## config.mk

```make
export PLATFORM = sky130hd
export DESIGN_NAME = sample_seq_ctrl
export DESIGN_NICKNAME = d
export VERILOG_FILES = /design/src/rtl/sample_pkg.sv /design/src/rtl/sample_addr_ctr.sv /design/src/rtl/sample_seq_ctrl.sv
export SDC_FILE = /design/constraint.sdc
export NUM_CORES = 1
export LEC_CHECK = 0
export CAP_MARGIN = 20
export CORE_MARGIN = 2
export CORE_UTILIZATION = 45
export CTS_BUF_LIST = sky130_fd_sc_hd__clkbuf_4
export CTS_CLUSTER_DIAMETER = 80
export DETAILED_ROUTE_END_ITERATION = 8
export PLACE_DENSITY = 0.72
export RECOVER_POWER = 50
export SLEW_MARGIN = 20
export SYNTH_ARGS = -nofsm -noshare
export SYNTH_HDL_FRONTEND = slang
export SYNTH_SLANG_ARGS = --single-unit
```

## constraint.sdc

```tcl
create_clock -name MCK -period 4.6 [get_ports MCK]
set_clock_uncertainty 0.15 [all_clocks]
set_input_delay 0.46 -clock MCK [delete_from_list [all_inputs] [get_ports MCK]]
set_output_delay 0.46 -clock MCK [all_outputs]
set_load 0.03 [all_outputs]
```

## src/rtl/sample_pkg.sv

```systemverilog
// Shared definitions for the sample capture sequencer: state encoding,
// default widths and databus status-word bit positions.
package sample_pkg;

  typedef enum logic [2:0] {
    IDLE = 3'd0,
    PRE  = 3'd1,
    ARM  = 3'd2,
    DLY  = 3'd3,
    POST = 3'd4,
    DONE = 3'd5
  } seq_state_t;

  localparam int AW_DEF = 12;
  localparam int DW_DEF = 32;

  // Bit positions of the status word the MCU polls over the databus
  localparam int STAT_START_BIT = 0;
  localparam int STAT_EMPTY_BIT = 1;
  localparam int STAT_FULL_BIT  = 2;
  localparam int STAT_READY_BIT = 3;

endpackage

```

## src/rtl/sample_addr_ctr.sv

```systemverilog
// Wrapping AW-bit address counter with clear > load > increment priority.
module sample_addr_ctr #(
  parameter int AW = 12
) (
  input  logic          clk,
  input  logic          rst_n,
  input  logic          clr,
  input  logic          load,
  input  logic          inc,
  input  logic [AW-1:0] ld_val,
  output logic [AW-1:0] q
);

  always_ff @(posedge clk) begin
    if (!rst_n)    q <= '0;
    else if (clr)  q <= '0;
    else if (load) q <= ld_val;
    else if (inc)  q <= q + AW'(1);
  end

endmodule

```

## src/rtl/sample_seq_ctrl.sv

```systemverilog
// Capture sequencer for the sample FIFO RAM: pre-fill, arm, delay, post-fill, readout.
// Optional auto-trigger timeout is enabled by defining AUTO_TRIG_EN.
module sample_seq_ctrl
  import sample_pkg::*;
#(
  parameter int AW = AW_DEF,
  parameter int DW = DW_DEF
`ifdef AUTO_TRIG_EN
  , parameter logic [23:0] TIMEOUT = 24'hFFFFFF
`endif
) (
  input  logic          MCK,
  input  logic          nRST,
  input  logic          Start,
  input  logic          Sample_En,
  input  logic          Trigg,
  input  logic [AW-1:0] Depth,
  input  logic [AW-1:0] PerCnt,
  input  logic [DW-1:0] Delay,
  input  logic          Rd_Strobe,
  output logic          Wr_En,
  output logic [AW-1:0] Wr_Addr,
  output logic [AW-1:0] Rd_Addr,
  output logic [AW-1:0] Trig_Addr,
  output logic          Ready,
  output logic          Full,
  output logic          Empty,
  output logic          Busy
`ifdef AUTO_TRIG_EN
  , output logic        Auto_Trig
`endif
);

  seq_state_t    state, state_nxt;
  logic [AW-1:0] depth_q, pc_q, post_n_q;
  logic [DW-1:0] delay_q;
  logic [AW-1:0] cnt;
  logic [DW-1:0] dly_cnt;
  logic          fin_q;
  logic          wr_take, hit, auto_hit;
  logic          rd_load, rd_inc;
  logic [AW-1:0] depth_eff, pc_eff, wr_addr_nxt;

  // Depth=0 behaves as a single-sample capture; pre-count never consumes the whole depth
  assign depth_eff   = (Depth == '0) ? AW'(1) : Depth;
  assign pc_eff      = (PerCnt < depth_eff) ? PerCnt : depth_eff - AW'(1);
  assign wr_addr_nxt = Wr_Addr + AW'(Wr_En);
  assign hit         = Sample_En & (Trigg | auto_hit);

  assign Ready = (state == ARM);
  assign Full  = (state == DONE);
  assign Busy  = (state == PRE) || (state == ARM) || (state == DLY) || (state == POST);

  always_ff @(posedge MCK) begin
    if (!nRST) state <= IDLE;
    else       state <= state_nxt;
  end

  always_comb begin
    state_nxt = state;
    wr_take   = 1'b0;
    case (state)
      PRE: begin
        if (pc_q == '0) state_nxt = ARM;
        else begin
          wr_take = Sample_En;
          if (Sample_En && cnt == pc_q - AW'(1)) state_nxt = ARM;
        end
      end
      ARM: begin
        wr_take = Sample_En;
        if (hit) state_nxt = (delay_q == '0) ? POST : DLY;
      end
      DLY:  if (Sample_En && dly_cnt == delay_q - DW'(1)) state_nxt = POST;
      POST: begin
        wr_take = Sample_En & ~fin_q;
        if (fin_q) state_nxt = DONE;
      end
      default: ;
    endcase
    if (Start) begin
      state_nxt = PRE;
      wr_take   = 1'b0;
    end
  end

  // fin_q marks that the last post-trigger sample has been accepted; DONE follows its write pulse
  always_ff @(posedge MCK) begin
    if (!nRST) begin
      Wr_En     <= 1'b0;
      Trig_Addr <= '0;
      Empty     <= 1'b1;
      cnt       <= '0;
      dly_cnt   <= '0;
      fin_q     <= 1'b0;
      depth_q   <= '0;
      pc_q      <= '0;
      post_n_q  <= '0;
      delay_q   <= '0;
    end else if (Start) begin
      Wr_En    <= 1'b0;
      Empty    <= 1'b1;
      cnt      <= '0;
      dly_cnt  <= '0;
      fin_q    <= 1'b0;
      depth_q  <= depth_eff;
      pc_q     <= pc_eff;
      post_n_q <= depth_eff - pc_eff;
      delay_q  <= Delay;
    end else begin
      Wr_En <= wr_take;
      case (state)
        PRE: if (Sample_En && pc_q != '0) begin
          cnt <= (cnt == pc_q - AW'(1)) ? '0 : cnt + AW'(1);
        end
        ARM: if (hit) begin
          Trig_Addr <= wr_addr_nxt;
          dly_cnt   <= '0;
          if (delay_q == '0) begin
            cnt   <= AW'(1);
            fin_q <= (post_n_q == AW'(1));
          end else begin
            cnt <= '0;
          end
        end
        DLY: if (Sample_En) dly_cnt <= dly_cnt + DW'(1);
        POST: begin
          if (fin_q) begin
            cnt   <= '0;
            Empty <= 1'b0;
          end else if (Sample_En) begin
            cnt <= cnt + AW'(1);
            if (cnt == post_n_q - AW'(1)) fin_q <= 1'b1;
          end
        end
        DONE: if (Rd_Strobe && !Empty) begin
          cnt <= cnt + AW'(1);
          if (cnt == depth_q - AW'(1)) Empty <= 1'b1;
        end
        default: ;
      endcase
    end
  end

  assign rd_load = ~Start & (state == POST) & fin_q;
  assign rd_inc  = ~Start & (state == DONE) & Rd_Strobe & ~Empty;

  sample_addr_ctr #(.AW(AW)) u_wr_ctr (
    .clk    (MCK),
    .rst_n  (nRST),
    .clr    (Start),
    .load   (1'b0),
    .inc    (Wr_En),
    .ld_val ('0),
    .q      (Wr_Addr)
  );

  // Readout begins at the oldest pre-trigger sample
  sample_addr_ctr #(.AW(AW)) u_rd_ctr (
    .clk    (MCK),
    .rst_n  (nRST),
    .clr    (1'b0),
    .load   (rd_load),
    .inc    (rd_inc),
    .ld_val (Trig_Addr - pc_q),
    .q      (Rd_Addr)
  );

`ifdef AUTO_TRIG_EN
  logic [23:0] tmo_cnt;

  assign auto_hit = (tmo_cnt == TIMEOUT - 24'd1);

  always_ff @(posedge MCK) begin
    if (!nRST) begin
      tmo_cnt   <= '0;
      Auto_Trig <= 1'b0;
    end else if (Start) begin
      tmo_cnt   <= '0;
      Auto_Trig <= 1'b0;
    end else if (state == ARM && Sample_En) begin
      tmo_cnt <= tmo_cnt + 24'd1;
      if (auto_hit && !Trigg) Auto_Trig <= 1'b1;
    end
  end
`else
  assign auto_hit = 1'b0;
`endif

endmodule

```

==> metrics.csv, run 1 <==
metric,value,unit
Pwr Density,251.7,nW/um^2
Port Buf Inserts,102,
Setup WS post-layout,0.3411,ns
"top cells by area, synth","dfxtp_1, mux2i_1, xnor2_1",
Post-CTS Setup Bufs,0,
Initial DRT Pass Iterations,6,
vias per inst,5.577,
Sw Share,35.49,%
met3 Track Usage GR,3.974,%
reg2reg start,state[0]$_SDFFE_PN0P_,
post-synthesis instance total,1336,
Sequential Power Share,47.0,%
clk root buf,clkbuf_4,
pre-CTS setup slack,-0.2596,ns
Post-synth EDFFs,0,
max cap viols,0,
placed cells,1721,
GRT Overall Usage,22.34,%
status,finished clean,
DRC Markers,0,
layout cells sized above 1,7.038,%
Site Rows,56,
Routed Wire Length,27950,um
setup TNS,0,ns
area occupied by multi-input gates,7132,um^2
WP data required,4.96,ns
core area,23470,um^2
drt wl/cell,15.92,um
CP Launch Type,input port,
die width,158.6,um
number of buffers created by CTS,17,
grt ovf,0,
Yosys reg bits,154,
RSZ-0062 raised after global routing,no,
Pint,2.021,mW
CP endpoint,post_n_q[10]$_SDFFE_PN0P_,
crit path DAT,4.62,ns
Worst setup EP type,flip-flop,
Clock Tree Buf Depth,2,
M1 GR Usage,28.44,%
largest net degree at the start of global routing,98,
synthesized area,10760,um^2
CTS tree,built,
Worst-path clk slew,0.16,ns
initial antenna violation count,1,
Final min period,4.259,ns
register area,3083,um^2
peak supply drop,0.0001453,V
worst-margin pin slew,1.263,ns
sequential fraction of the synthesis area,28.66,%
Psw,1.112,mW
post-synthesis cell type count,79,
Tot Pwr,3.133,mW
RR Endpoint,dly_cnt[31]$_SDFFE_PP0P_,
vias in the first global route,9163,
combinational power share,27.3,%
synth warn,0,
Fin. Hold Viols,0,
"Clk Latency, worst-skew pair",0.60,ns
Yosys top cell area share,28.66,%
CTS Sinks,154,
post-route ant nets,0,
Fmax,234.8,MHz
DRT iter0 DRCs,558,
leading area contributor after synthesis,dfxtp_1,
Die Ht,158.6,um
Worst Setup SP,Depth[2],
"Primary FF master, synth",dfxtp_1,
"Slew Viols, Final",0,
M2 GR Usage,37.64,%
"reg-to-reg slack, setup",0.90,ns
Pleak,5.084,nW
crit path kind,input port to flip-flop,
# nets final,1532,
Die Footprint,25150,um^2
crit path max fanout,3,
R2R cell count,9,
Mapped Nets,1446,
Hold Crit Class,input port to flip-flop,
Rel. slew slack,15.81,%
part of the cycle the worst path needs,92.59,%
global-route wire length before repair,44980,um
Layout area overhead,15.75,%
CTS HTree Levels,4,
clock share of power,25.7,%
gr busiest metal,met2,
Starting Density,45.82,%
hpwl dp,20860,um
GP Congestion,0.9171,
Fillers,2275,
vias post-DR,9793,
Mapped Avg Cell Area,8.050,um^2
number of I/O pins,103,
non-filler cells in the finished layout,1756,
Async SR Flop Fraction,0,%
# setup viols final,0,
## flip-flops by register name, summed over array words and instances, names as in the netlist
register,flops
Wr_En,1
state,3
depth_q,12
fin_q,1
u_wr_ctr.q,12
delay_q,32
Trig_Addr,12
Empty,1
pc_q,12
u_rd_ctr.q,12
dly_cnt,32
post_n_q,12
cnt,12
## layout by cell type, fill, tap and decap left out, drive strengths merged, types with 15 or more instances in the layout
cell type / netlist / final
or3: 15 / 15
nand2: 88 / 88
dfxtp: 154 / 154
clkbuf: 69 / 21
nand3: 57 / 57
inv: 54 / 61
nand4: 25 / 25
nor2: 120 / 120
xnor2: 80 / 80
nor2b: 65 / 65
o21ai: 65 / 65
mux2i: 75 / 75
and3: 32 / 32
nor4: 19 / 19
ha: 46 / 46
dlygate4sd3: 0 / 31
clkdlybuf4s50: 0 / 70
a21oi: 68 / 68
nor3: 37 / 37
xor2: 69 / 69
o211a: 17 / 17
buf: 14 / 45
## through the flow
step / hold slack [ns] / instance area, um^2 / utilization, %
finish: 0.3254 / 12450 / 53.04
global route: 0.2956 / 12450 / 53.04
CTS: 0.1505 / 12450 / 53.03
detailed placement: 0.3509 / 12180 / 51.88
global placement: 0.3310 / 12180 / 51.88
floorplan: 0.3197 / 10760 / -
## power by group through the flow
| stage | Combinational, mW | Sequential (mW) | Clock (mW) |
|---|---|---|---|
| 2_1_floorplan | 0.622 | 1.46 | 0 |
| 3_3_place_gp | 0.829 | 1.50 | 0 |
| 3_5_place_dp | 0.845 | 1.50 | 0 |
| 4_1_cts | 0.853 | 1.47 | 0.828 |
| 5_1_grt | 0.950 | 1.48 | 0.879 |
| 6_report | 0.857 | 1.47 | 0.805 |
## worst min path at each step
| stage | to | cells after the start | from | slack, ns |
|---|---|---|---|---|
| detailed placement | dly_cnt[31]$_SDFFE_PP0P_ | 2 | dly_cnt[31]$_SDFFE_PP0P_ | 0.35 |
| global placement | dly_cnt[31]$_SDFFE_PP0P_ | 2 | dly_cnt[31]$_SDFFE_PP0P_ | 0.33 |
| floorplan | dly_cnt[31]$_SDFFE_PP0P_ | 2 | dly_cnt[31]$_SDFFE_PP0P_ | 0.32 |
| global route | delay_q[1]$_SDFFE_PN0P_ | 3 | Delay[1] | 0.30 |
| CTS | state[0]$_SDFFE_PN0P_ | 3 | Start | 0.15 |
| finish | delay_q[8]$_SDFFE_PN0P_ | 3 | Delay[8] | 0.33 |
## layer usage
metal	up-vias	wire length [um]
li1	4893	-
met4	0	793
met5	-	0
met1	4599	12620
met2	244	13260
met3	57	1274
## layout make-up
class / count / area share, %
multi-input combinational: 1045 / 57.29
sequential: 154 / 24.76
timing repair buffer: 150 / 10.98
tap: 319 / 3.206
inverter: 54 / 1.628
clock inverter: 15 / 1.065
clock buffer: 17 / 1.025
antenna: 2 / 0.04020
## critical path, cell delays in order
cell and delay, ns:
clkdlybuf4s50_1 0.54, inv_1 0.08, ha_1 0.28, o21a_1 0.18, o21ai_0 0.13, a21oi_1 0.09, a2111oi_4 0.39, mux2_2 0.40
ha_1 0.21, fa_1 0.39, nor2b_1 0.11, o21ai_0 0.10, a21boi_0 0.25, o21ai_0 0.14, a21boi_0 0.24, o21ai_0 0.14
a21oi_1 0.21, nand4b_1 0.13, o211ai_1 0.14
## synth_stat cells (15+ instances only)
library cell / number
and3_1: 32
nor2b_1: 65
a21oi_1: 68
ha_1: 46
nor2_1: 120
o21ai_0: 65
mux2i_1: 75
dfxtp_1: 154
inv_1: 54
nor3_1: 37
nand4_1: 24
o211a_1: 17
xnor2_1: 80
xor2_1: 69
clkbuf_1: 68
nand3_1: 57
nor4_1: 15
nand2_1: 88
## timing repair
action,4_1_cts,5_1_grt
setup endpoints to repair,0,3
endpoints found under the hold margin,1,0
gates resized for setup,0,2
hold buffers,1,0
## kinds of logic (layout without fill, tap and decap cells)
family | count (synthesis) | after routing | share of synthesized area (%)
AOI/OAI and AO/OA | 235 | 235 | 14.19
xor gates and xnor gates | 149 | 149 | 12.13
adders and majority gates | 48 | 48 | 5.724
buffers and inverters | 137 | 236 | 5.084
DFF | 154 | 154 | 28.66
and+or+nand+nor | 534 | 534 | 26.80
other | 0 | 2 | 0
muxes | 79 | 79 | 7.399
Note: power is estimated with default switching activity, not from simulation.
==> run 2, diff against run 1 <==
--- a/config.mk
+++ b/config.mk
@@ -11,7 +11,7 @@
 export CTS_BUF_LIST = sky130_fd_sc_hd__clkbuf_4
 export CTS_CLUSTER_DIAMETER = 80
 export DETAILED_ROUTE_END_ITERATION = 8
-export PLACE_DENSITY = 0.72
+export PLACE_DENSITY = 0.74
 export RECOVER_POWER = 50
 export SLEW_MARGIN = 20
 export SYNTH_ARGS = -nofsm -noshare
==> run 2 against run 1 <==
  * Sequential share of layout area hardly changed
  * Non-clock buffer count is 2 higher
  * Worst hold slack worse by 0.18 ns
  * Sequential power hardly changed
  * Clock power is 5.3% higher
  * Final area is 0.14% higher
  * Worst setup slack better by 0.090 ns
  * Via count hardly changed
  * Highest routed layer unchanged
==> metrics.csv, run 2 (synthesized netlist as in run 1, its figures left out) <==
metric,value,unit
status,finished clean,
Site Rows,56,
max cap viols,0,
vias in the first global route,9241,
grt ovf,0,
peak supply drop,0.0001320,V
Worst setup EP type,flip-flop,
Fmax,239.9,MHz
Final min period,4.169,ns
CP Launch Type,input port,
crit path kind,input port to flip-flop,
Hold Crit Class,input port to flip-flop,
drt wl/cell,15.80,um
"Clk Latency, worst-skew pair",0.61,ns
Fin. Hold Viols,0,
die width,158.6,um
Tot Pwr,3.173,mW
worst-margin pin slew,1.288,ns
Rel. slew slack,14.14,%
CTS Sinks,154,
Routed Wire Length,27760,um
RR Endpoint,state[1]$_SDFFE_PP0P_,
vias post-DR,9801,
number of buffers created by CTS,17,
most frequent cells in the layout,"dfxtp_1, nor2_1, nand2_1, xnor2_1, mux2i_1",
crit path DAT,4.56,ns
crit path max fanout,16,
GP Congestion,0.9048,
post-cts resize count,0,
# nets final,1534,
Worst-path clk slew,0.15,ns
CTS HTree Levels,4,
area occupied by multi-input gates,7132,um^2
hpwl dp,20950,um
Layout area overhead,15.91,%
hold path start,nRST,
Post-CTS Setup Bufs,0,
fin util,53.11,%
largest net degree at the start of global routing,100,
Post-CTS Hold Fix Bufs,0,
GRT Overall Usage,22.27,%
Starting Density,45.82,%
Pwr Density,254.5,nW/um^2
Port Buf Inserts,102,
"reg-to-reg slack, setup",1.10,ns
R2R cell count,11,
Fillers,2226,
part of the cycle the worst path needs,90.64,%
"commonest non-fill, non-tap cell in the layout",dfxtp_1,
global-route wire length before repair,44990,um
Initial DRT Pass Iterations,5,
clk root buf,clkbuf_4,
initial antenna violation count,1,
core area,23470,um^2
DRC Markers,0,
worst hold stages,3,
RSZ-0062 raised after global routing,no,
post-route ant nets,0,
DRT iter0 DRCs,596,
vias per inst,5.578,
Die Footprint,25150,um^2
Top Registers,"delay_q: 32 flops, dly_cnt: 32 flops",
# setup viols final,0,
reg2reg start,delay_q[0]$_SDFFE_PN0P_,
"Slew Viols, Final",0,
Pleak,5.115,nW
worst hold endpoint,state[2]$_SDFFE_PP0P_,
WP data required,4.99,ns
CTS tree,built,
Die Ht,158.6,um
number of I/O pins,103,
register area,3083,um^2
Clock Tree Buf Depth,2,
layout cells sized above 1,7.168,%
==> run 2: how the worst max path moves through the flow <==
stage	slack [ns]	to	from	cells after the start
2_1_floorplan	0.12	post_n_q[10]$_SDFFE_PN0P_	Depth[5]	19
3_3_place_gp	-0.17	post_n_q[10]$_SDFFE_PN0P_	Depth[1]	20
3_5_place_dp	-0.26	post_n_q[10]$_SDFFE_PN0P_	Depth[1]	20
4_1_cts	0.39	post_n_q[10]$_SDFFE_PN0P_	Depth[1]	20
5_1_grt	0.05	post_n_q[10]$_SDFFE_PN0P_	Depth[5]	20
6_report	0.43	post_n_q[10]$_SDFFE_PN0P_	Depth[5]	22
==> run 2: power by group <==
group / switching, mW / internal [mW]
Combinational: 0.452 / 0.402
Clock: 0.600 / 0.247
Sequential: 0.0851 / 1.39
Total: 1.14 / 2.03
==> run 2: area by class of cell <==
cell class              count  share of cell area, %
diodes                      1                0.02007
clock buffers              17                  1.024
clock inverters            15                  1.184
inverters                  54                  1.626
multi-input cells        1045                  57.21
flip-flops and latches    154                  24.73
well taps                 319                  3.202
repair buffers            152                  11.01
==> run 2: stage by stage <==
stage | setup TNS [ns] | instances | worst slack (ns) | cell area (um^2) | hold WS [ns]
3_5_place_dp | -0.8841 | 1724 | -0.2559 | 12200 | 0.3511
3_3_place_gp | -0.3042 | 1724 | -0.1693 | 12200 | 0.3348
6_report | 0 | 1757 | 0.4307 | 12470 | 0.1456
4_1_cts | 0 | 1756 | 0.3896 | 12470 | 0.1495
2_1_floorplan | 0 | 1336 | 0.1175 | 10760 | 0.3197
5_1_grt | 0 | 1757 | 0.04899 | 12470 | 0.1453
==> run 2: routing by layer <==
metal  up-vias  GRT usage (%)  share of wire, %  wire length (um)
met4         0          7.979               2.6               718
li1       4899              -                 -                 -
met2       243          38.73                48             13330
met3        51          3.076               3.9              1085
met5         -              0                 0                 0
met1      4608          28.11                45             12630
==> run 2: critical path, cell delays in order <==
cell and delay (ns):
clkdlybuf4s50_1 0.53, inv_1 0.08, ha_1 0.29, a21o_1 0.16, a21o_1 0.17, a21oi_1 0.13
nor2_1 0.08, a2111oi_4 0.24, buf_4 0.30, nor2_1 0.06, a21oi_1 0.15, inv_1 0.08
fa_1 0.41, nor2b_1 0.11, o21ai_0 0.09, a21boi_0 0.24, o21ai_0 0.13, a21boi_0 0.25
o21ai_0 0.14, a21oi_1 0.19, nand4b_1 0.12, o211ai_1 0.13
==> RTL change 1 (flow settings as in run 1) <==
Build with the macro `AUTO_TRIG_EN` defined.
--- a/src/rtl/sample_seq_ctrl.sv
+++ b/src/rtl/sample_seq_ctrl.sv
@@ -1,5 +1,7 @@
 // Capture sequencer for the sample FIFO RAM: pre-fill, arm, delay, post-fill, readout.
 // Optional auto-trigger timeout is enabled by defining AUTO_TRIG_EN.
+`define AUTO_TRIG_EN
+
 module sample_seq_ctrl
   import sample_pkg::*;
 #(
Formal check against the unedited RTL (old outputs only; new: Auto_Trig): same outputs for any inputs over 4 cycles, from zero or initial values and one cycle with nRST low; that may be too few to reach the edited logic, so the function may still have changed.
==> RTL change 1 against run 1 <==
The flow now finishes with violations (max-capacitance violations, max-slew violations). Area after synthesis rose by 8.0%. Setup slack improved by 36 ps. Wire length rose by 5.6%. Critical path type unchanged. Sequential cell count rose by 25. Largest power group unchanged. Cell area rose by 7.1%. Total power rose by 8.9%. Die area rose by 7.8%. Utilization fell by 0.22 points. Cell count rose by 6.2%.
==> RTL change 1: results (changes against run 1) <==
clock_power_uw: 830  # +3.1%
drt_first_pass_iters: 5  # -1
gr-usage-met3_pct: 3.516  # -0.46 points
ff2ff_setup_slack_ps: 650  # -250 ps
synth.distinct_cells: 71  # -10%
largestRegisters: "delay_q x32, dly_cnt x32, tmo_cnt x24"
met2_usage_pct: 35.96  # -1.7 points
netSwitchingFraction_pct: 32.97  # -2.5 points
wl_met3_mm: 1.564  # +23%
max-cap-violations: 1  # +1
wl_met1_mm: 13.73  # +8.8%
placed_cells: 1833  # +6.5%
hold_slack_ps: 324.0  # -1.412 ps
seq_area_frac_synth_pct: 30.86  # +2.2 points
cp_max_fo: 44  # +41
final_max_slew_viol_count: 45  # +45
placed_area_um2: 13090  # +7.5%
r2r_cells: 10  # +1
dr_wl_met2_mm: 13.45  # +1.4%
pg_comb_uw: 879  # +2.6%
drt_iter0_drc: 831  # +49%
hpwl_mm: 22.15  # +6.2%
crit_arrival_ps: 4560  # -60 ps
port_buffers: 103  # +0.98%
violations: "max-capacitance violations, max-slew violations"
max_stage_delay_ps: 2160  # +1620 ps
synth.top_cells.by_count: "nor2_1, dfxtp_1, xnor2_1"
nets: 1635  # +6.7%
power.leakage_uw: 0.005072  # -0.22%
outcome: "finished, violations left"
RTL change 1: logic make-up after synthesis:
kind of cell,count (synthesis),share of synthesized area (%)
and+or+nand+nor,576,24.91
AOI/OAI and AO/OA,219,12.55
xor gates and xnor gates,186,14.03
DFF,179,30.86
buffers and inverters,144,4.676
muxes,86,7.456
adders and majority gates,50,5.517
RTL change 1: final cells by class:
cell class              instances  area [µm²]  area share [%]
clock buffers                  17       127.6          0.9568
inverters                      55       206.4           1.548
well taps                     330       412.9           3.096
repair buffers                153        1405           10.53
flip-flops and latches        179        3583           26.87
clock inverters                13       113.9          0.8537
multi-input cells            1117        7486           56.13
diodes                          1       2.502         0.01876
RTL change 1: final timing paths:
| check | startpoint | end |
|---|---|---|
| max reg2reg | delay_q[0] | state[0] |
| min | Delay[8] | delay_q[8] |
| max | Start | u_rd_ctr.q[10] |
| min reg2reg | Auto_Trig | Auto_Trig |
==> RTL change 2 (settings of run 1) <==
Without the edit above. The 6 states of `seq_state_t` get a one-hot encoding in 6 bits.
--- a/src/rtl/sample_pkg.sv
+++ b/src/rtl/sample_pkg.sv
@@ -2,13 +2,13 @@
 // default widths and databus status-word bit positions.
 package sample_pkg;
 
-  typedef enum logic [2:0] {
-    IDLE = 3'd0,
-    PRE  = 3'd1,
-    ARM  = 3'd2,
-    DLY  = 3'd3,
-    POST = 3'd4,
-    DONE = 3'd5
+  typedef enum logic [5:0] {
+    IDLE = 6'b000001,
+    PRE  = 6'b000010,
+    ARM  = 6'b000100,
+    DLY  = 6'b001000,
+    POST = 6'b010000,
+    DONE = 6'b100000
   } seq_state_t;
 
   localparam int AW_DEF = 12;
Check against the original RTL: same outputs for any inputs over 4 cycles, from zero or initial values and one cycle with nRST low; so few cycles prove little.
==> RTL change 2 against run 1 <==
The run now ends with max-capacitance violations, max-slew violations left. Worst hold slack worse by 88 ps. Area after synthesis down 1.0%. Wire length up 1.1%. Sequential share of layout area up 0.80 points. Cell count up 0.80%. Sequential cell count up 3. Via count up 1.1%. Combinational power down 11%. Critical path depth up 2. Cell area down 1.2%. Total power down 0.42%. Setup slack better by 0.88 ps. Die area down 0.98%. Non-clock buffer count down 15. Critical path type unchanged.
==> RTL change 2: results (changes against run 1) <==
ff2ff_setup_slack_ps: 820  # -80 ps
final_max_slew_viol_count: 80  # +80
netSwitchingFraction_pct: 34.03  # -1.5 points
drive_gt1_share_pct: 6.207  # -0.83 points
critPathSlowestCell: "clkdlybuf4s50_1"
drt_iter0_drc: 629  # +13%
grt_pass1_vias: 9243  # +0.87%
drt_first_pass_iters: 5  # -1
hpwl_mm: 21.25  # +1.9%
stdcell_count: 1770  # +0.80%
power.leakage_uw: 0.004804  # -5.5%
ir_worst_vdd_mv: 0.1547  # +6.5%
synth_compound_area_share_pct: 14.44  # +0.25 points
placed_cells: 1737  # +0.93%
hold_end: "depth_q[0]"
grt_max_degree: 80  # -18%
track_usage_pct: 22.97  # +0.63 points
outcome: "finished, violations left"
seqPwrFrac_pct: 47.7  # +0.7 points
max_stage_delay_ps: 480  # -60 ps
nets: 1547  # +0.98%
clkPwrFrac_pct: 27.7  # +2.0 points
r2r_cells: 11  # +2
cp-startpoint: "Depth[5]"
vias: 9902  # +1.1%
seq_area_frac_synth_pct: 29.52  # +0.85 points
place.gp.congestion: 0.9110  # -0.67%
post-place-ws_ps: -283.6  # -23.99 ps
reg2reg_to: "state[3]"
max-cap-violations: 1  # +1
synthTopCellsByArea: "dfxtp_1, mux2i_1, xnor2_1, nor2_1, ha_1"
synthMuxAreaShare_pct: 7.203  # -0.20 points
relSlewSlack_pct: -16.45  # -32 points
grt_first_pass_wirelength_mm: 46.12  # +2.5%
timing.rr.start: "delay_q[1]"
fin_crit_sh_pct: 92.57  # about the same
violations: "max-capacitance violations, max-slew violations"
fill_cells: 2224  # -2.2%
netlist_instances: 1358  # +1.6%
placed_area_um2: 12010  # -1.3%
synth_xor_area_share_pct: 11.68  # -0.45 points
synth.top_cells.by_count: "nor2_1, dfxtp_1, nand2_1"
[RTL change 2: changes by cell type in the layout (fill, tap and decap cells not counted), moves of 8 or more]
cell | run 1 | this run
nor2_1 | 120 | 179
nor2b_1 | 65 | 16
nand2_1 | 88 | 118
and3_1 | 32 | 17
o211a_1 | 17 | 2
or3_1 | 14 | 28
buf_4 | 44 | 32
o21ai_0 | 65 | 53
nand3_1 | 57 | 46
nand3b_1 | 14 | 5
a211oi_1 | 8 | 16
a21o_1 | 7 | 15
[RTL change 2: cell type report]
type                       count  area [µm²]  share of cell area [%]
timing repair buffer         135        1260                   10.25
antenna                        1       2.502                 0.02035
inverter                      56       210.2                   1.709
multi-input combinational   1070        6997                   56.90
sequential                   157        3143                   25.56
clock buffer                  17       127.6                   1.038
clock inverter                15       157.7                   1.282
tap                          319       399.1                   3.246
[RTL change 2: routing by layer]
metal,global-route usage (%),part of all wire [%]
met4,7.316,2.4
met5,0,0
met2,38.28,47
met1,30.22,46
met3,3.887,4.2
